[src/rtl/id_ex_pipe_reg_if.sv]
// id_ex_pipe_reg_if: decode-side inputs, hazard controls and execute-side
// outputs of the ID->EX pipeline register, bundled as one interface.
// master = decoder/hazard-unit side (drives D fields and StallE/FlushE),
// slave  = the pipeline register itself (drives the E fields).
interface id_ex_pipe_reg_if #(
  parameter int WIDTH      = 32,
  parameter int REG_ADDR_W = 5,
  parameter int ALUCTRL_W  = 3,
  parameter int CNT_W      = 16
);
  // hazard-unit controls
  logic                  StallE;
  logic                  FlushE;

  // decode stage
  logic                  ValidD;
  logic                  RegWriteD;
  logic                  MemWriteD;
  logic                  JumpD;
  logic                  BranchD;
  logic                  ALUSrcD;
  logic [1:0]            ResultSrcD;
  logic [ALUCTRL_W-1:0]  ALUCtrlD;
  logic [2:0]            Funct3D;
  logic [WIDTH-1:0]      RD1D;
  logic [WIDTH-1:0]      RD2D;
  logic [WIDTH-1:0]      PCD;
  logic [WIDTH-1:0]      ImmExtD;
  logic [WIDTH-1:0]      PCPlus4D;
  logic [REG_ADDR_W-1:0] RdD;
  logic [REG_ADDR_W-1:0] Rs1D;
  logic [REG_ADDR_W-1:0] Rs2D;

  // execute stage
  logic                  ValidE;
  logic                  RegWriteE;
  logic                  MemWriteE;
  logic                  JumpE;
  logic                  BranchE;
  logic                  ALUSrcE;
  logic [1:0]            ResultSrcE;
  logic [ALUCTRL_W-1:0]  ALUCtrlE;
  logic [2:0]            Funct3E;
  logic [WIDTH-1:0]      RD1E;
  logic [WIDTH-1:0]      RD2E;
  logic [WIDTH-1:0]      PCE;
  logic [WIDTH-1:0]      ImmExtE;
  logic [WIDTH-1:0]      PCPlus4E;
  logic [REG_ADDR_W-1:0] RdE;
  logic [REG_ADDR_W-1:0] Rs1E;
  logic [REG_ADDR_W-1:0] Rs2E;
  logic [CNT_W-1:0]      BubbleCntE;
  logic [CNT_W-1:0]      StallCntE;

  modport master (
    output StallE, FlushE,
    output ValidD, RegWriteD, MemWriteD, JumpD, BranchD, ALUSrcD,
    output ResultSrcD, ALUCtrlD, Funct3D,
    output RD1D, RD2D, PCD, ImmExtD, PCPlus4D, RdD, Rs1D, Rs2D,
    input  ValidE, RegWriteE, MemWriteE, JumpE, BranchE, ALUSrcE,
    input  ResultSrcE, ALUCtrlE, Funct3E,
    input  RD1E, RD2E, PCE, ImmExtE, PCPlus4E, RdE, Rs1E, Rs2E,
    input  BubbleCntE, StallCntE
  );

  modport slave (
    input  StallE, FlushE,
    input  ValidD, RegWriteD, MemWriteD, JumpD, BranchD, ALUSrcD,
    input  ResultSrcD, ALUCtrlD, Funct3D,
    input  RD1D, RD2D, PCD, ImmExtD, PCPlus4D, RdD, Rs1D, Rs2D,
    output ValidE, RegWriteE, MemWriteE, JumpE, BranchE, ALUSrcE,
    output ResultSrcE, ALUCtrlE, Funct3E,
    output RD1E, RD2E, PCE, ImmExtE, PCPlus4E, RdE, Rs1E, Rs2E,
    output BubbleCntE, StallCntE
  );
endinterface

[src/rtl/id_ex_pipe_reg.sv]
// id_ex_pipe_reg: ID->EX pipeline register of the 5-stage RV32I core.
// Registers decode control, operand data and hazard register addresses with
// one cycle of latency. Edge priority: rst > FlushE (bubble) > StallE (hold)
// > load. A load of an invalid slot (ValidD=0) zeroes the control fields so
// it can never write the register file or memory, or redirect the PC.
// Optional bubble/stall performance counters are compiled in when the macro
// ID_EX_PERF_CNT_EN is defined; otherwise BubbleCntE/StallCntE are tied to 0.
module id_ex_pipe_reg #(
  parameter int WIDTH      = 32,
  parameter int REG_ADDR_W = 5,
  parameter int ALUCTRL_W  = 3,
  parameter int CNT_W      = 16
) (
  input  logic            clk,
  input  logic            rst,
  id_ex_pipe_reg_if.slave bus
);

  typedef struct packed {
    logic                 reg_write;
    logic                 mem_write;
    logic                 jump;
    logic                 branch;
    logic                 alu_src;
    logic [1:0]           result_src;
    logic [ALUCTRL_W-1:0] alu_ctrl;
    logic [2:0]           funct3;
  } ctrl_t;

  typedef struct packed {
    logic [WIDTH-1:0]      rd1;
    logic [WIDTH-1:0]      rd2;
    logic [WIDTH-1:0]      pc;
    logic [WIDTH-1:0]      imm_ext;
    logic [WIDTH-1:0]      pc_plus4;
    logic [REG_ADDR_W-1:0] rd;
    logic [REG_ADDR_W-1:0] rs1;
    logic [REG_ADDR_W-1:0] rs2;
  } data_t;

  ctrl_t ctrl_d, ctrl_q;
  data_t data_d, data_q;
  logic  valid_q;

  assign ctrl_d = '{
    reg_write:  bus.RegWriteD,
    mem_write:  bus.MemWriteD,
    jump:       bus.JumpD,
    branch:     bus.BranchD,
    alu_src:    bus.ALUSrcD,
    result_src: bus.ResultSrcD,
    alu_ctrl:   bus.ALUCtrlD,
    funct3:     bus.Funct3D
  };

  assign data_d = '{
    rd1:      bus.RD1D,
    rd2:      bus.RD2D,
    pc:       bus.PCD,
    imm_ext:  bus.ImmExtD,
    pc_plus4: bus.PCPlus4D,
    rd:       bus.RdD,
    rs1:      bus.Rs1D,
    rs2:      bus.Rs2D
  };

  // Pipeline register: clear on reset or flush, hold on stall, otherwise load.
  always_ff @(posedge clk or posedge rst) begin
    // NOTE: sequential state uses non-blocking (<=) so every flop samples the
    // pre-edge values; blocking assignments here would make results depend on
    // statement order and race with other clocked blocks.
    if (rst) begin
      valid_q <= 1'b0;
      ctrl_q  <= '0;
      data_q  <= '0;
    end else if (bus.FlushE) begin
      // Data and addresses are cleared too, so a bubble's Rs1E/Rs2E/RdE are
      // x0 and cannot produce a false forwarding match in the hazard unit.
      valid_q <= 1'b0;
      ctrl_q  <= '0;
      data_q  <= '0;
    end else if (!bus.StallE) begin
      valid_q <= bus.ValidD;
      ctrl_q  <= bus.ValidD ? ctrl_d : '0;
      data_q  <= data_d;
    end
  end

  assign bus.ValidE     = valid_q;
  assign bus.RegWriteE  = ctrl_q.reg_write;
  assign bus.MemWriteE  = ctrl_q.mem_write;
  assign bus.JumpE      = ctrl_q.jump;
  assign bus.BranchE    = ctrl_q.branch;
  assign bus.ALUSrcE    = ctrl_q.alu_src;
  assign bus.ResultSrcE = ctrl_q.result_src;
  assign bus.ALUCtrlE   = ctrl_q.alu_ctrl;
  assign bus.Funct3E    = ctrl_q.funct3;
  assign bus.RD1E       = data_q.rd1;
  assign bus.RD2E       = data_q.rd2;
  assign bus.PCE        = data_q.pc;
  assign bus.ImmExtE    = data_q.imm_ext;
  assign bus.PCPlus4E   = data_q.pc_plus4;
  assign bus.RdE        = data_q.rd;
  assign bus.Rs1E       = data_q.rs1;
  assign bus.Rs2E       = data_q.rs2;

`ifdef ID_EX_PERF_CNT_EN
  logic [CNT_W-1:0] bubble_cnt;
  logic [CNT_W-1:0] stall_cnt;

  // Saturating counters: bubbles on every flush edge, stalls on every
  // stall edge that is not overridden by a flush.
  always_ff @(posedge clk or posedge rst) begin
    if (rst) begin
      bubble_cnt <= '0;
      stall_cnt  <= '0;
    end else if (bus.FlushE) begin
      if (bubble_cnt != {CNT_W{1'b1}}) bubble_cnt <= bubble_cnt + 1'b1;
    end else if (bus.StallE) begin
      if (stall_cnt != {CNT_W{1'b1}}) stall_cnt <= stall_cnt + 1'b1;
    end
  end

  assign bus.BubbleCntE = bubble_cnt;
  assign bus.StallCntE  = stall_cnt;
`else
  assign bus.BubbleCntE = {CNT_W{1'b0}};
  assign bus.StallCntE  = {CNT_W{1'b0}};
`endif

endmodule

[src/flat_wrapper.sv]
// flat-port wrapper written by rule: the top's interface ports become plain ports
module id_ex_pipe_reg_flat 
#(
  parameter int WIDTH      = 32,
  parameter int REG_ADDR_W = 5,
  parameter int ALUCTRL_W  = 3,
  parameter int CNT_W      = 16
)
  (clk, rst, bus_StallE, bus_FlushE, bus_ValidD, bus_RegWriteD, bus_MemWriteD, bus_JumpD, bus_BranchD, bus_ALUSrcD, bus_ResultSrcD, bus_ALUCtrlD, bus_Funct3D, bus_RD1D, bus_RD2D, bus_PCD, bus_ImmExtD, bus_PCPlus4D, bus_RdD, bus_Rs1D, bus_Rs2D, bus_ValidE, bus_RegWriteE, bus_MemWriteE, bus_JumpE, bus_BranchE, bus_ALUSrcE, bus_ResultSrcE, bus_ALUCtrlE, bus_Funct3E, bus_RD1E, bus_RD2E, bus_PCE, bus_ImmExtE, bus_PCPlus4E, bus_RdE, bus_Rs1E, bus_Rs2E, bus_BubbleCntE, bus_StallCntE);
  id_ex_pipe_reg_if #(.WIDTH(WIDTH), .REG_ADDR_W(REG_ADDR_W), .ALUCTRL_W(ALUCTRL_W), .CNT_W(CNT_W)) bus_i ();
  input  logic clk;
  input  logic rst;
  input wire logic [$bits(bus_i.StallE)-1:0] bus_StallE;
  input wire logic [$bits(bus_i.FlushE)-1:0] bus_FlushE;
  input wire logic [$bits(bus_i.ValidD)-1:0] bus_ValidD;
  input wire logic [$bits(bus_i.RegWriteD)-1:0] bus_RegWriteD;
  input wire logic [$bits(bus_i.MemWriteD)-1:0] bus_MemWriteD;
  input wire logic [$bits(bus_i.JumpD)-1:0] bus_JumpD;
  input wire logic [$bits(bus_i.BranchD)-1:0] bus_BranchD;
  input wire logic [$bits(bus_i.ALUSrcD)-1:0] bus_ALUSrcD;
  input wire logic [$bits(bus_i.ResultSrcD)-1:0] bus_ResultSrcD;
  input wire logic [$bits(bus_i.ALUCtrlD)-1:0] bus_ALUCtrlD;
  input wire logic [$bits(bus_i.Funct3D)-1:0] bus_Funct3D;
  input wire logic [$bits(bus_i.RD1D)-1:0] bus_RD1D;
  input wire logic [$bits(bus_i.RD2D)-1:0] bus_RD2D;
  input wire logic [$bits(bus_i.PCD)-1:0] bus_PCD;
  input wire logic [$bits(bus_i.ImmExtD)-1:0] bus_ImmExtD;
  input wire logic [$bits(bus_i.PCPlus4D)-1:0] bus_PCPlus4D;
  input wire logic [$bits(bus_i.RdD)-1:0] bus_RdD;
  input wire logic [$bits(bus_i.Rs1D)-1:0] bus_Rs1D;
  input wire logic [$bits(bus_i.Rs2D)-1:0] bus_Rs2D;
  output wire logic [$bits(bus_i.ValidE)-1:0] bus_ValidE;
  output wire logic [$bits(bus_i.RegWriteE)-1:0] bus_RegWriteE;
  output wire logic [$bits(bus_i.MemWriteE)-1:0] bus_MemWriteE;
  output wire logic [$bits(bus_i.JumpE)-1:0] bus_JumpE;
  output wire logic [$bits(bus_i.BranchE)-1:0] bus_BranchE;
  output wire logic [$bits(bus_i.ALUSrcE)-1:0] bus_ALUSrcE;
  output wire logic [$bits(bus_i.ResultSrcE)-1:0] bus_ResultSrcE;
  output wire logic [$bits(bus_i.ALUCtrlE)-1:0] bus_ALUCtrlE;
  output wire logic [$bits(bus_i.Funct3E)-1:0] bus_Funct3E;
  output wire logic [$bits(bus_i.RD1E)-1:0] bus_RD1E;
  output wire logic [$bits(bus_i.RD2E)-1:0] bus_RD2E;
  output wire logic [$bits(bus_i.PCE)-1:0] bus_PCE;
  output wire logic [$bits(bus_i.ImmExtE)-1:0] bus_ImmExtE;
  output wire logic [$bits(bus_i.PCPlus4E)-1:0] bus_PCPlus4E;
  output wire logic [$bits(bus_i.RdE)-1:0] bus_RdE;
  output wire logic [$bits(bus_i.Rs1E)-1:0] bus_Rs1E;
  output wire logic [$bits(bus_i.Rs2E)-1:0] bus_Rs2E;
  output wire logic [$bits(bus_i.BubbleCntE)-1:0] bus_BubbleCntE;
  output wire logic [$bits(bus_i.StallCntE)-1:0] bus_StallCntE;
  assign bus_i.StallE = bus_StallE;
  assign bus_i.FlushE = bus_FlushE;
  assign bus_i.ValidD = bus_ValidD;
  assign bus_i.RegWriteD = bus_RegWriteD;
  assign bus_i.MemWriteD = bus_MemWriteD;
  assign bus_i.JumpD = bus_JumpD;
  assign bus_i.BranchD = bus_BranchD;
  assign bus_i.ALUSrcD = bus_ALUSrcD;
  assign bus_i.ResultSrcD = bus_ResultSrcD;
  assign bus_i.ALUCtrlD = bus_ALUCtrlD;
  assign bus_i.Funct3D = bus_Funct3D;
  assign bus_i.RD1D = bus_RD1D;
  assign bus_i.RD2D = bus_RD2D;
  assign bus_i.PCD = bus_PCD;
  assign bus_i.ImmExtD = bus_ImmExtD;
  assign bus_i.PCPlus4D = bus_PCPlus4D;
  assign bus_i.RdD = bus_RdD;
  assign bus_i.Rs1D = bus_Rs1D;
  assign bus_i.Rs2D = bus_Rs2D;
  assign bus_ValidE = bus_i.ValidE;
  assign bus_RegWriteE = bus_i.RegWriteE;
  assign bus_MemWriteE = bus_i.MemWriteE;
  assign bus_JumpE = bus_i.JumpE;
  assign bus_BranchE = bus_i.BranchE;
  assign bus_ALUSrcE = bus_i.ALUSrcE;
  assign bus_ResultSrcE = bus_i.ResultSrcE;
  assign bus_ALUCtrlE = bus_i.ALUCtrlE;
  assign bus_Funct3E = bus_i.Funct3E;
  assign bus_RD1E = bus_i.RD1E;
  assign bus_RD2E = bus_i.RD2E;
  assign bus_PCE = bus_i.PCE;
  assign bus_ImmExtE = bus_i.ImmExtE;
  assign bus_PCPlus4E = bus_i.PCPlus4E;
  assign bus_RdE = bus_i.RdE;
  assign bus_Rs1E = bus_i.Rs1E;
  assign bus_Rs2E = bus_i.Rs2E;
  assign bus_BubbleCntE = bus_i.BubbleCntE;
  assign bus_StallCntE = bus_i.StallCntE;
  id_ex_pipe_reg #(.WIDTH(WIDTH), .REG_ADDR_W(REG_ADDR_W), .ALUCTRL_W(ALUCTRL_W), .CNT_W(CNT_W)) u_core (.clk(clk), .rst(rst), .bus(bus_i));
endmodule
[config.mk]
export PLATFORM = sky130hd
export DESIGN_NAME = id_ex_pipe_reg_flat
export DESIGN_NICKNAME = d
export VERILOG_FILES = /design/src/rtl/id_ex_pipe_reg_if.sv /design/src/rtl/id_ex_pipe_reg.sv /design/src/flat_wrapper.sv
export SDC_FILE = /design/constraint.sdc
export NUM_CORES = 1
export LEC_CHECK = 0
export ABC_CLOCK_PERIOD_IN_PS = 5890
export CORE_AREA = 2 2 160 162
export CTS_BUF_LIST = sky130_fd_sc_hd__clkbuf_8
export DETAILED_ROUTE_END_ITERATION = 8
export DIE_AREA = 0 0 162 164
export GPL_TIMING_DRIVEN = 0
export PLACE_DENSITY_LB_ADDON = 0.3
export REMOVE_ABC_BUFFERS = 1
export SLEW_MARGIN = 20
export SYNTH_ARGS = -nofsm -noshare
export SYNTH_HDL_FRONTEND = slang
export SYNTH_SLANG_ARGS = --single-unit
[constraint.sdc]
create_clock -name clk -period 5.89 [get_ports clk]
set_input_delay 1.178 -clock clk [delete_from_list [all_inputs] [get_ports clk]]
set_output_delay 1.178 -clock clk [all_outputs]
set_load 0.05 [all_outputs]
==> flow_summary.toml <==
[status]
status = "finished, final reports clean"

[cts]
cts_hold_buf = 0
cts_tree = "built"
clock_sinks = 189
cts-root-buf = "clkbuf_8"
clkSlewWorstSetupHoldPaths_ps = 110
cts_setup_buffers = 0
clockBufferDepth = 2
ctsHtreeMaxLevel = 4
cts_resized = 0
clock_latency_ps = 450
cts_buffers = 17

[detailed_routing]
drc = 0
via_per_inst = 4.39
num_vias = 5890
drt_pass1_iterations = 6
drtIter0Drc = 284
wl_per_cell_um = 15.9
drt_wl_total_um = 21400
ant_nets = 0

[layout]
final_core_util = 0.492
drive_gt1_frac = 0.0405
synthToLayoutAreaGrowth_pct = 51.5
nFillCells = 2288
final_area_um2 = 12200
n_antenna_cell = 0
nets = 1193

[worst_setup_path]
cp.required_ps = 4710
worst_ep_arrival_time_ps = 1690
crit_chain = "clkdlybuf4s50_1"
slowest_stage = "clkdlybuf4s50_1"
critPathKind = "register to output pin"
end_kind = "output pin"
cp_top_family = "buffers and inverters"
crit_fanout = 2
timing.rr.start = "u_core.bus.PCE[7]"
start_kind = "register"
crit_start = "u_core.bus.ImmExtE[22]"
path_buf_inv = 1
slowest_delay_ps = 840

[grt]
antenna_found_initial = 0
grt_first_pass_wirelength_um = 32900
grt_start_max_net_pins = 95
overflow = 0
grt.total_usage = 0.156
grt_pass1_vias = 5945

[synth]
synth-seq-cells = 189
avgSynthCellArea_um2 = 12.6
ys_warn_count = 0
synth_cells = 639
synth_area_um2 = 8060
synthDistinctLibCells = 16
yosysSeqAreaShare = 0.587

[hold_path]
hp-start = "u_core.bus.ResultSrcE[0]"
hold_path.class = "register to register"

[timing]
relSlewSlack = 0.499
rsz0062_at_grt = "no"
skew_ps = 0
finalCritPeriodShare = 0.488
setup_ws_ps = 3020
worstMarginPinSlew_ps = 750
max_freq_mhz = 348
setup_viol_count_final = 0
final_max_slew_viol_count = 0
fin_crit_ps = 2870
hold_viol = 0
tns_ps = 0

[power]
peakVddDrop_uv = 117
power.total_w = 0.00306
p_per_area_nw_per_um2 = 250
p_leak_nw = 5.72

[floorplanning]
coreArea_um2 = 24800
dieArea_um2 = 26600
placementRows = 58
num_io_pins = 414
die_h_um = 164
die_x_um = 162
initial_core_util = 0.325

[placed_design]
post_dp_cell_area_um2 = 11800
hpwl_um = 15100
gp_congestion = 0.746
dp_slack_ps = 2790
port_buffers = 381

[run]
drv_cap = 0
cell usage in the layout (no fill, tap or decap), types with 2 or more instances in the layout:
cell type,Yosys,layout
clkdlybuf4s50_1,0,379
dfrtp_1,189,189
mux2i_1,176,176
nor2_1,176,176
conb_1,1,32
clkbuf_8,0,20
a32o_1,10,10
inv_8,0,5
buf_16,0,5
clkinv_4,0,4
inv_6,0,4
nand2_1,3,3
nand3b_1,3,3
a21oi_1,3,3
buf_8,0,2
layout make-up:
cell class                 instances  area (um2)  area share
sequential                       189        4730       0.387
timing repair buffer             386        3960       0.324
multi-input combinational        405        2710       0.222
tap                              330         413      0.0338
clock buffer                      20         275      0.0225
clock inverter                    12         115     0.00942
inverter                           1        11.3    0.000922
final timing paths:
kind | end | depth (start not counted) | slack, ps
max reg2reg | u_core.bus.PCE[7] | 2 | 5130
max in group asynchronous | u_core.bus.ImmExtE[23] | 4 | 3720
max | bus_ImmExtE[22] | 1 | 3020
min | u_core.bus.ResultSrcE[0] | 1 | 500
min reg2reg | u_core.bus.ResultSrcE[0] | 1 | 500
min in group asynchronous | u_core.bus.RD1E[28] | 2 | 1050
synth_stat cells:
| cell type | number | share of area |
|---|---|---|
| a21oi_1 | 3 | 0.0019 |
| a32o_1 | 10 | 0.012 |
| buf_12 | 19 | 0.047 |
| buf_2 | 15 | 0.0093 |
| buf_4 | 34 | 0.032 |
| clkbuf_1 | 6 | 0.0028 |
| clkbuf_2 | 1 | 0.00062 |
| conb_1 | 1 | 0.00047 |
| dfrtp_1 | 189 | 0.59 |
| inv_1 | 1 | 0.00047 |
| mux2i_1 | 176 | 0.22 |
| nand2_1 | 3 | 0.0014 |
| nand3b_1 | 3 | 0.0028 |
| nor2_1 | 176 | 0.082 |
| nor2_4 | 1 | 0.0014 |
| nor2b_1 | 1 | 0.00078 |
registers in the layout (all words and copies together), names as in the netlist:
name                   cells
u_core.bus.Rs2E            5
u_core.bus.ALUSrcE         1
u_core.bus.RdE             5
u_core.bus.ValidE          1
u_core.bus.RD2E           32
u_core.bus.Rs1E            5
u_core.bus.ImmExtE        32
u_core.bus.Funct3E         3
u_core.bus.ResultSrcE      2
u_core.bus.PCPlus4E       32
u_core.bus.RD1E           32
u_core.bus.JumpE           1
u_core.bus.RegWriteE       1
u_core.bus.MemWriteE       1
u_core.bus.BranchE         1
u_core.bus.ALUCtrlE        3
u_core.bus.PCE            32
report_power, final:
group	switching [W]	total, W	internal, W
Sequential	0.0000375	0.00140	0.00137
Clock	0.000512	0.000859	0.000347
Combinational	0.000481	0.000792	0.000311
kinds of logic (layout without fill, tap and decap cells):
logic type,Yosys count,after routing,synth area share
other,1,32,0.000465
buffers and inverters,76,419,0.0920
AND/OR/NAND/NOR,184,184,0.0883
flip-flops,189,189,0.587
AO/OA/AOI/OAI,13,13,0.0143
multiplexers,176,176,0.218
per-stage QoR:
stage                     std cells  hold slack, ps
after floorplan                 595             758
after global placement         1306             475
after detailed placement       1311             480
after CTS                      1343             507
after global routing           1343             532
final                          1343             499
metal layers:
metal  up-vias  global-route usage  wire (um)
met5         -                   0          0
met4         0              0.0426        291
met1      2852               0.193       8850
met2       242               0.259      10300
li1       2779                   -          -
met3        17              0.0556       1880
Note: power is estimated with default switching activity, not from simulation.
